--- src/rtl/hilbert_spectral_mask.sv ---
// Hilbert / analytic-signal spectral weighting applied per FFT bin index.
// Two-stage elastic pipeline with SOF-based frame alignment; multiplier-free.
module hilbert_spectral_mask #(
   parameter int N = 4,
   parameter int W = 21
) (
   input  logic         clk,
   input  logic         rst,
   input  logic [W-1:0] in_re,
   input  logic [W-1:0] in_im,
   input  logic         in_valid,
   input  logic         in_sof,
   output logic         in_ready,
   input  logic         mode,
   output logic [W-1:0] out_re,
   output logic [W-1:0] out_im,
   output logic         out_valid,
   output logic         out_sof,
   input  logic         out_ready,
   output logic         frame_err
);
   localparam int KW = $clog2(N);
   localparam logic [KW-1:0] HALF = KW'(N / 2);
   localparam logic [W-1:0]  SMAX = {1'b0, {(W-1){1'b1}}};
   localparam logic [W-1:0]  SMIN = {1'b1, {(W-1){1'b0}}};

   typedef enum logic {UNSYNC, SYNC} state_t;

   state_t        state;
   logic [KW-1:0] k;
   logic          cur_mode;

   logic          s1_full;
   logic          s1_mode;
   logic [KW-1:0] s1_k;
   logic [W-1:0]  s1_re;
   logic [W-1:0]  s1_im;

   logic          s2_ready;
   logic          acc;
   logic          take;
   logic          misalign;
   logic [KW-1:0] bin;
   logic          bin_mode;
   logic [W-1:0]  w_re;
   logic [W-1:0]  w_im;

   function automatic logic [W-1:0] sat_neg(input logic [W-1:0] x);
      return (x == SMIN) ? SMAX : ('0 - x);
   endfunction

   // Doubling overflows exactly when the two top bits differ.
   function automatic logic [W-1:0] sat_dbl(input logic [W-1:0] x);
      if (x[W-1] != x[W-2])
         return x[W-1] ? SMIN : SMAX;
      return {x[W-2:0], 1'b0};
   endfunction

   always_comb begin
      s2_ready = !out_valid || out_ready;
      in_ready = !s1_full || s2_ready;
      acc      = in_valid && in_ready;
      take     = acc && (state == SYNC || in_sof);
      misalign = acc && in_sof && (state == SYNC) && (k != '0);
      bin      = in_sof ? '0 : k;
      bin_mode = in_sof ? mode : cur_mode;
   end

   always_comb begin
      w_re = '0;
      w_im = '0;
      if (!s1_mode) begin
         if (s1_k != '0 && s1_k != HALF) begin
            if (s1_k < HALF) begin
               w_re = s1_im;
               w_im = sat_neg(s1_re);
            end else begin
               w_re = sat_neg(s1_im);
               w_im = s1_re;
            end
         end
      end else if (s1_k == '0 || s1_k == HALF) begin
         w_re = s1_re;
         w_im = s1_im;
      end else if (s1_k < HALF) begin
         w_re = sat_dbl(s1_re);
         w_im = sat_dbl(s1_im);
      end
   end

   // Frame alignment: UNSYNC discards until an SOF; any SOF restarts k at 0.
   always_ff @(posedge clk or negedge rst) begin
      if (!rst) begin
         state     <= UNSYNC;
         k         <= '0;
         cur_mode  <= 1'b0;
         frame_err <= 1'b0;
      end else begin
         frame_err <= misalign;
         if (take) begin
            state    <= SYNC;
            k        <= bin + KW'(1);
            cur_mode <= bin_mode;
         end
      end
   end

   always_ff @(posedge clk or negedge rst) begin
      if (!rst) begin
         s1_full <= 1'b0;
         s1_mode <= 1'b0;
         s1_k    <= '0;
         s1_re   <= '0;
         s1_im   <= '0;
      end else if (take) begin
         s1_full <= 1'b1;
         s1_mode <= bin_mode;
         s1_k    <= bin;
         s1_re   <= in_re;
         s1_im   <= in_im;
      end else if (s2_ready) begin
         s1_full <= 1'b0;
      end
   end

   always_ff @(posedge clk or negedge rst) begin
      if (!rst) begin
         out_valid <= 1'b0;
         out_re    <= '0;
         out_im    <= '0;
         out_sof   <= 1'b0;
      end else if (s2_ready) begin
         out_valid <= s1_full;
         if (s1_full) begin
            out_re  <= w_re;
            out_im  <= w_im;
            out_sof <= (s1_k == '0);
         end
      end
   end

endmodule

--- config.mk ---
export PLATFORM = sky130hd
export DESIGN_NAME = hilbert_spectral_mask
export DESIGN_NICKNAME = d
export VERILOG_FILES = /design/src/rtl/hilbert_spectral_mask.sv
export SDC_FILE = /design/constraint.sdc
export NUM_CORES = 1
export LEC_CHECK = 0
export BUFFER_PORTS_ARGS = -buffer_cell sky130_fd_sc_hd__clkbuf_2
export CAP_MARGIN = 30
export CELL_PAD_IN_SITES_DETAIL_PLACEMENT = 1
export CELL_PAD_IN_SITES_GLOBAL_PLACEMENT = 1
export CORE_ASPECT_RATIO = 0.9
export CORE_UTILIZATION = 47
export DETAILED_ROUTE_END_ITERATION = 8
export GPL_TIMING_DRIVEN = 0
export PLACE_DENSITY = 0.86
export SYNTH_ARGS = -nofsm -noshare
export SYNTH_HDL_FRONTEND = slang
export SYNTH_SLANG_ARGS = --single-unit
--- constraint.sdc ---
create_clock -name clk -period 6.2 [get_ports clk]
set_clock_uncertainty 0.15 [all_clocks]
set_input_delay 0.62 -clock clk [delete_from_list [all_inputs] [get_ports clk]]
set_output_delay 0.62 -clock clk [all_outputs]
set_load 0.02 [all_outputs]
==> metrics.md, run 1 <==
| Metric | Value |
|---|---|
| Top-area cell type share of the netlist area | `between 40% and 50%` |
| Count of buffers added by post-CTS timing repair for setup | `0` |
| Element type at the critical path start | `flip-flop` |
| Pleak | `between 2 and 3 nW` |
| Final setup vio count | `0` |
| Peak per-stage delay on the critical path | `0.76 ns` |
| Count of endpoints failing hold in the final timing report | `0` |
| Most common library cell in the layout ignoring fill and taps | `dfrtp_1` |
| Power density normalized to cell area | `403 nW/um2` |
| Final Cycle Share | `49.4%` |
| CTS HTree Levels | `3` |
| Final period demand of the worst path | `a little over 3 ns` |
| Leading cell types by total area after synthesis | `dfrtp_1, mux2_2, nor2_1` |
| Count of input and output buffers | `a little over 90` |
| List of cells traversed by the critical path | `inv_1 > ha_1 > nor3b_2 > nand4_4 > nor4_2 > a221oi_1 > a21oi_1` |
| Die footprint | `approximately 13,000 um2` |
| # Max-Cap Violations | `0` |
| First DRT Iteration DRCs | `507` |
| Floorplan core area | `12,100 um2` |
| Minimum setup slack among reg-to-reg paths | `3.14 ns` |
| Synth unique cells | `61` |
| Resized Gates After CTS | `0` |
| Post-synth EDFFs | `0` |
| Least-Margin Pin Slew | `0.986 ns` |
| Initial standard-cell utilization of the core | `48.2%` |
| Unrepaired setup endpoints after global routing | `false` |
| Initial antenna violation count | `0` |
| Total half-perimeter wirelength after legalization and detailed placement | `16,600 um` |
| DRT Wirelength | `22,400 um` |
| Avg Cell Area, Syn | `around 9.1 um2` |
| Most used cells in the layout excluding fill and tap cells | `dfrtp_1, clkbuf_2, nor2_1, mux2_2` |
| Maximum count of clock buffers along a single path | `2` |
| Area of all sequential standard cells | `2350 um2` |
| Largest voltage drop on the vdd net | `0.000223 V` |
| GRT Total Usage | `36.7%` |
| Worst min path class | `in2async` |
| Netlist area before placement | `5820 um2` |
| WS Path Type | `reg2reg` |
| Clock slew at the register clock pins of the worst setup and hold paths | `0.06 ns` |
| Cell taking the most area after synthesis | `dfrtp_1` |
| Fin. max-slew vios | `0` |
| Vertical extent of the die | `between 100 and 150 um` |
| Number of antenna cells inserted | `0` |
| TritonCTS Sinks | `94` |
| Layout cells sized above 1 | `23.4%` |
| Post-route setup TNS | `0 ns` |
| Beginning of the worst register-to-register path | `s1_re[1]` |
| I/O pin total | `between 90 and 100` |
| Antenna-violating nets left | `0` |
| DRC | `0` |
| Critical Path Fanout Max | `8` |
| Final cell utilization of the core | `56.4%` |
| Gate Count Post-Synth | `636` |
| Share of the yosys chip area belonging to registers | `40.4%` |
| Average wire per standard cell | `24.7 um` |
| Reg2reg path depth | `7` |
| Worst endpoint data arrival time | `3.18 ns` |
| Relative slew slack | `34.1%` |
| Area of combinational cells with multiple inputs | `3170 um2` |
| Placer Congestion | `0.941` |
| Main synth FF type | `dfrtp_1` |
| Final net count | `797` |
| Skew-Pair Late Insertion Delay | `between 0.3 and 0.4 ns` |
| First-pass detailed-route iteration total | `4` |
| Sum of internal, switching and leakage power | `2.74 mW` |
| Vias/cell | `6.41` |
| Synth async-reset ratio | `100%` |
| Status | `finished, final reports clean` |
| Maximum number of pins on one net before global-route repair | `54` |
| Total congestion overflow | `0` |
| Root Buffer | `clkbuf_16` |
| Std cell rows | `38` |
| Maximum frequency from static timing analysis | `327 MHz` |
| Post-Syn Nets | `692` |
| First-pass GRT wire length | `around 35,000 um` |
| Total clock buffers created by CTS | `9` |
| Horiz. Die Dim | `between 100 and 150 um` |
| Crit path required time | `6.32 ns` |
| Layout area overhead | `16.9%` |
| Capturing point of the worst reg2reg path | `out_im[9]` |
| Layout filler cell count | `~1,400` |
| Number of global-route vias before repair | `approximately 6,000` |
| Post-CTS Hold Buffers | `0` |
| TritonCTS clock tree | `done` |
| Cell type of the slowest stage on the worst timing path | `nor4_2` |
| CP Capture Type | `flip-flop` |
| Synth Warn # | `0` |
| Number of synthesized register bits | `94` |
| Vias after detailed routing | `5,794` |
## logic make-up (layout without fill, tap and decap cells)
| family | after synthesis | in the layout | synth area share [%] |
|---|---|---|---|
| AND/OR/NAND/NOR | 200 | 200 | 19.5 |
| AO/OA/AOI/OAI | 199 | 199 | 22.4 |
| flip-flops | 94 | 94 | 40.4 |
| buffers and inverters | 76 | 184 | 5.18 |
| multiplexers | 43 | 43 | 8.32 |
| XOR/XNOR | 16 | 16 | 2.41 |
| adder cells (fa/ha/maj) | 8 | 8 | 1.72 |
## sequential cells by signal (all words and copies together), names as in the netlist, 2 cells and up
signal / count
out_re: 21
s1_re: 21
out_im: 21
k: 2
s1_im: 21
s1_k: 2
## per-stage QoR
step	cell area [um2]	cells	setup slack (ns)	hold WS, ns
after floorplan	5820	636	3.88	0.174
after global placement	6480	889	3.24	0.348
after detailed placement	6520	890	3.20	0.354
after CTS	6810	904	3.19	0.183
after global routing	6810	904	3.05	0.214
final	6810	904	3.14	0.159
## where the power goes
group / switching (mW) / total (mW) / internal [mW]
clock: 0.240 / 0.571 / 0.331
combinational: 0.775 / 1.20 / 0.421
sequential: 0.185 / 0.978 / 0.793
## cell type report
class / count / area share [%]
well taps: 160 / 2.94
clock buffers: 13 / 3.82
inverters: 27 / 1.49
multi-input cells: 466 / 46.5
plain buffers: 49 / 2.94
clock inverters: 1 / 0.441
flip-flops and latches: 94 / 34.6
repair buffers: 94 / 7.28
## worst max-delay path, delay by kind of cell (launching register included)
kind,cells,cell delay [ns]
AO/OA/AOI/OAI,2,0.48
buffers and inverters,1,0.15
AND/OR/NAND/NOR,3,1.55
adder cells (fa/ha/maj),1,0.21
flip-flops,1,0.43
## layer usage
| layer | global-route usage (%) | vias to the layer above | routed length [um] |
|---|---|---|---|
| li1 | - | 2560 | - |
| met1 | 47.3 | 2937 | 9550 |
| met2 | 60.5 | 245 | 10600 |
| met3 | 6.46 | 52 | 1320 |
| met4 | 16.5 | 0 | 856 |
| met5 | 0 | - | 0 |
## worst max path at each step
| stage | slack, ns | from | end | cells past startpoint |
|---|---|---|---|---|
| 6_report | 3.14 | s1_re[1] | out_im[9] | 7 |
| 3_5_place_dp | 3.20 | s1_k[1] | out_re[13] | 6 |
| 3_3_place_gp | 3.24 | s1_k[1] | out_re[13] | 6 |
| 4_1_cts | 3.19 | s1_k[1] | out_re[13] | 6 |
| 5_1_grt | 3.05 | s1_k[1] | out_re[13] | 6 |
| 2_1_floorplan | 3.88 | out_ready | s1_im[10] | 6 |
## synth_stat cells, types with 4 or more instances
master,instances
a21oi_1,38
a22oi_1,16
a31oi_1,22
a41oi_1,5
and3_1,4
buf_1,5
buf_2,7
clkbuf_1,36
dfrtp_1,94
ha_1,8
inv_1,27
mux2_2,43
nand2_1,29
nand2b_1,12
nand3_1,16
nand4_1,5
nor2_1,58
nor2b_1,29
nor3_1,10
nor4_1,9
o211ai_1,7
o21ai_0,37
o22ai_1,22
o2bb2ai_1,11
o31ai_1,13
o41ai_1,4
or4_1,4
xnor2_1,16
No activity file was read; power rests on OpenSTA's default activity.
==> inputs of run 2 (changes only) <==
CORE_UTILIZATION = 44   (was 47)
PLACE_DENSITY = 0.81   (was 0.86)
clock period = 3.1 ns   (was 6.2 ns; I/O delays follow)
==> run 2 against run 1 <==
Global-route usage decreased by 2.8 points; total power is 100% higher; final cell count rose by 1.2%; sequential cell count did not move; design area rose by 1.3%; register-to-register slack worse by 2.9 ns; sequential power rose by 100%; combinational power up 100%; maximum frequency grew 6.1%; clock-buffer cell count down 3; via count down 0.36%.
==> metrics.md, run 2 (synthesis gave the netlist of run 1 again) <==
| Metric | Value |
|---|---|
| DRT Wirelength | `22,100 um (-1.3%)` |
| List of cells traversed by the critical path | `inv_1 > ha_1 > nand2b_1 > nand2_1 > clkbuf_1 > o22ai_1 > a22oi_1 > o41ai_1` |
| Total half-perimeter wirelength after legalization and detailed placement | `16,500 um (-0.90%)` |
| Vias/cell | `6.31 (-1.6%)` |
| Final setup vio count | `0 (unchanged)` |
| # Max-Cap Violations | `0 (unchanged)` |
| Number of non-filler instances in the completed layout | `915 (+1.2%)` |
| Maximum count of clock buffers along a single path | `2 (unchanged)` |
| Total clock buffers created by CTS | `9 (unchanged)` |
| Final Cycle Share | `93.1% (+44 points)` |
| Worst endpoint data arrival time | `2.95 ns (-0.23 ns)` |
| CTS HTree Levels | `3 (unchanged)` |
| Relative slew slack | `33.5% (-0.66 points)` |
| Area of combinational cells with multiple inputs | `3170 um2 (+0.28%)` |
| I/O pin total | `94 (unchanged)` |
| Least-Margin Pin Slew | `0.994 ns (+0.00839 ns)` |
| Die footprint | `13,700 um2 (+6.7%)` |
| Antenna-violating nets left | `0 (unchanged)` |
| Count of endpoints failing hold in the final timing report | `0 (unchanged)` |
| First-pass GRT wire length | `34,200 um (-1.2%)` |
| Final net count | `802 (+0.63%)` |
| TritonCTS clock tree | `done` |
| Post-place instance area | `6520 um2 (about the same)` |
| Unrepaired setup endpoints after global routing | `false` |
| Sum of internal, switching and leakage power | `5.59 mW (+100%)` |
| Pint | `3.15 mW (+100%)` |
| # placed instances | `894 (+0.45%)` |
| First DRT Iteration DRCs | `456 (-10%)` |
| Worst min path class | `in2reg` |
| Layout filler cell count | `1,554 (+8.1%)` |
| Combinational group share of total power | `42.9% (-0.7 points)` |
| Flop pwr share | `35.1% (-0.5 points)` |
| TritonCTS Sinks | `94 (unchanged)` |
| Placer Congestion | `0.951 (+1.1%)` |
| Vias after detailed routing | `5,773 (-0.36%)` |
| Maximum number of pins on one net before global-route repair | `57 (+5.6%)` |
| Pleak | `2.91 nW (+1.5%)` |
| Status | `finished, final reports clean` |
| Post-route setup TNS | `0 ns (unchanged)` |
| Floorplan core area | `12,800 um2 (+5.9%)` |
| Switching Power | `2.44 mW (+100%)` |
| CP Capture Type | `flip-flop` |
| Root Buffer | `clkbuf_16` |
| First-pass detailed-route iteration total | `6 (+2)` |
| Proportion of total power due to net switching | `43.6% (-0.12 points)` |
| Std cell rows | `39 (+2.6%)` |
| GRT Total Usage | `33.9% (-2.8 points)` |
| Element type at the critical path start | `flip-flop` |
| Peak per-stage delay on the critical path | `0.54 ns (-0.22 ns)` |
| Skew-Pair Late Insertion Delay | `0.36 ns (about the same)` |
| Average wire per standard cell | `24.1 um (-2.4%)` |
| Power density normalized to cell area | `811 nW/um2 (+100%)` |
| Count of input and output buffers | `93 (unchanged)` |
| Critical Path Fanout Max | `10 (+2)` |
| Post-route cell area | `6890 um2 (+1.3%)` |
| Portion of total power attributed to the clock network | `22.0% (+1.2 points)` |
| Horiz. Die Dim | `123 um (+3.3%)` |
| Maximum frequency from static timing analysis | `347 MHz (+6.1%)` |
| Vertical extent of the die | `111 um (+3.3%)` |
| Most used cells in the layout excluding fill and tap cells | `dfrtp_1, clkbuf_2, nor2_1, mux2_2, a21oi_1` |
| Final period demand of the worst path | `2.88 ns (-0.176 ns)` |
| DRC | `0 (unchanged)` |
| Initial antenna violation count | `0 (unchanged)` |
| Layout cells sized above 1 | `24.4% (+0.98 points)` |
| Initial standard-cell utilization of the core | `45.5% (-2.7 points)` |
| Layout area overhead | `18.5%` |
| Number of antenna cells inserted | `0 (unchanged)` |
| Most common library cell in the layout ignoring fill and taps | `dfrtp_1` |
| Number of global-route vias before repair | `5,906 (-1.5%)` |
| Clock slew at the register clock pins of the worst setup and hold paths | `0.07 ns (about the same)` |
| Hold_ws | `0.0292 ns (-0.130 ns)` |
| WS Path Type | `reg2reg` |
| Crit path required time | `3.17 ns (-3.15 ns)` |
| Fin. max-slew vios | `0 (unchanged)` |
| Total congestion overflow | `0 (unchanged)` |
| Cell type of the slowest stage on the worst timing path | `dfrtp_1` |
| Largest voltage drop on the vdd net | `0.000422 V (+89%)` |
| Area of all sequential standard cells | `2350 um2 (unchanged)` |
run 2: cell count changes in the layout (fill, tap and decap cells not counted):
cell and change:
buf_4 +4, clkbuf_1 -3, clkinv_2 +2, clkinvlp_4 +2
bufinv_16 +1, clkbuf_2 +1, clkbuf_8 -1, dlygate4sd3_1 +1
nor4_2 -1, nor4_4 +1
run 2: power groups by stage:
stage	combinational, mW	sequential [mW]	clock [mW]
floorplan	1.23	2.16	0
global placement	2.28	1.94	0
detailed placement	2.35	1.97	0
CTS	2.37	1.95	1.25
global route	2.58	2.00	1.30
finish	2.40	1.96	1.23
run 2: layout make-up:
type / instances / area share [%]
Multi-Input combinational cell: 466 / 46.0
Sequential cell: 94 / 34.1
Timing Repair Buffer: 99 / 7.77
Clock buffer: 10 / 3.47
Tap cell: 164 / 2.98
Buffer: 49 / 2.92
Inverter: 27 / 1.47
Clock inverter: 6 / 1.23
run 2: metal layers:
layer	share of wire, %	track usage, %	up-vias
met1	43	46.3	2872
met4	4.1	14.9	0
met5	0	0	-
li1	-	-	2580
met2	46	52.0	268
met3	6.2	6.17	53
run 2: path summary, 6_finish.rpt:
kind                           start          to  slack [ns]  cells after the start
setup / recovery           s1_re[19]   out_re[8]        0.22                      8
max in group asynchronous        rst  out_re[15]        1.74                      3
min in group asynchronous        rst    s1_re[4]        0.37                      2
hold reg to reg              out_sof     out_sof        0.38                      2
setup reg to reg           s1_re[19]   out_re[8]        0.22                      8
hold / removal             in_re[17]   s1_re[17]        0.03                      2
run 2: through the flow:
stage | setup slack, ns | util (%)
global placement | 0.192 | 50.8
global route | 0.120 | 53.9
finish | 0.215 | 53.9
detailed placement | 0.110 | 51.0
CTS | 0.105 | 53.6
floorplan | 0.912 | -
run 2: what timing repair did:
item                                    in CTS  in global routing
endpoints found under the hold margin       38                  0
endpoints found under the setup margin       0                  9
hold buffers                                 1                  0
buffers inserted                             0                  4
gates resized for setup                      0                  3
run 2: critical path: cells and delay by family, from the launching register on:
kind | cells | cell delay, ns
AND/OR/NAND/NOR | 2 | 0.54
adder cells (fa/ha/maj) | 1 | 0.31
AO/OA/AOI/OAI | 3 | 0.63
buffers and inverters | 2 | 0.56
flip-flops | 1 | 0.54
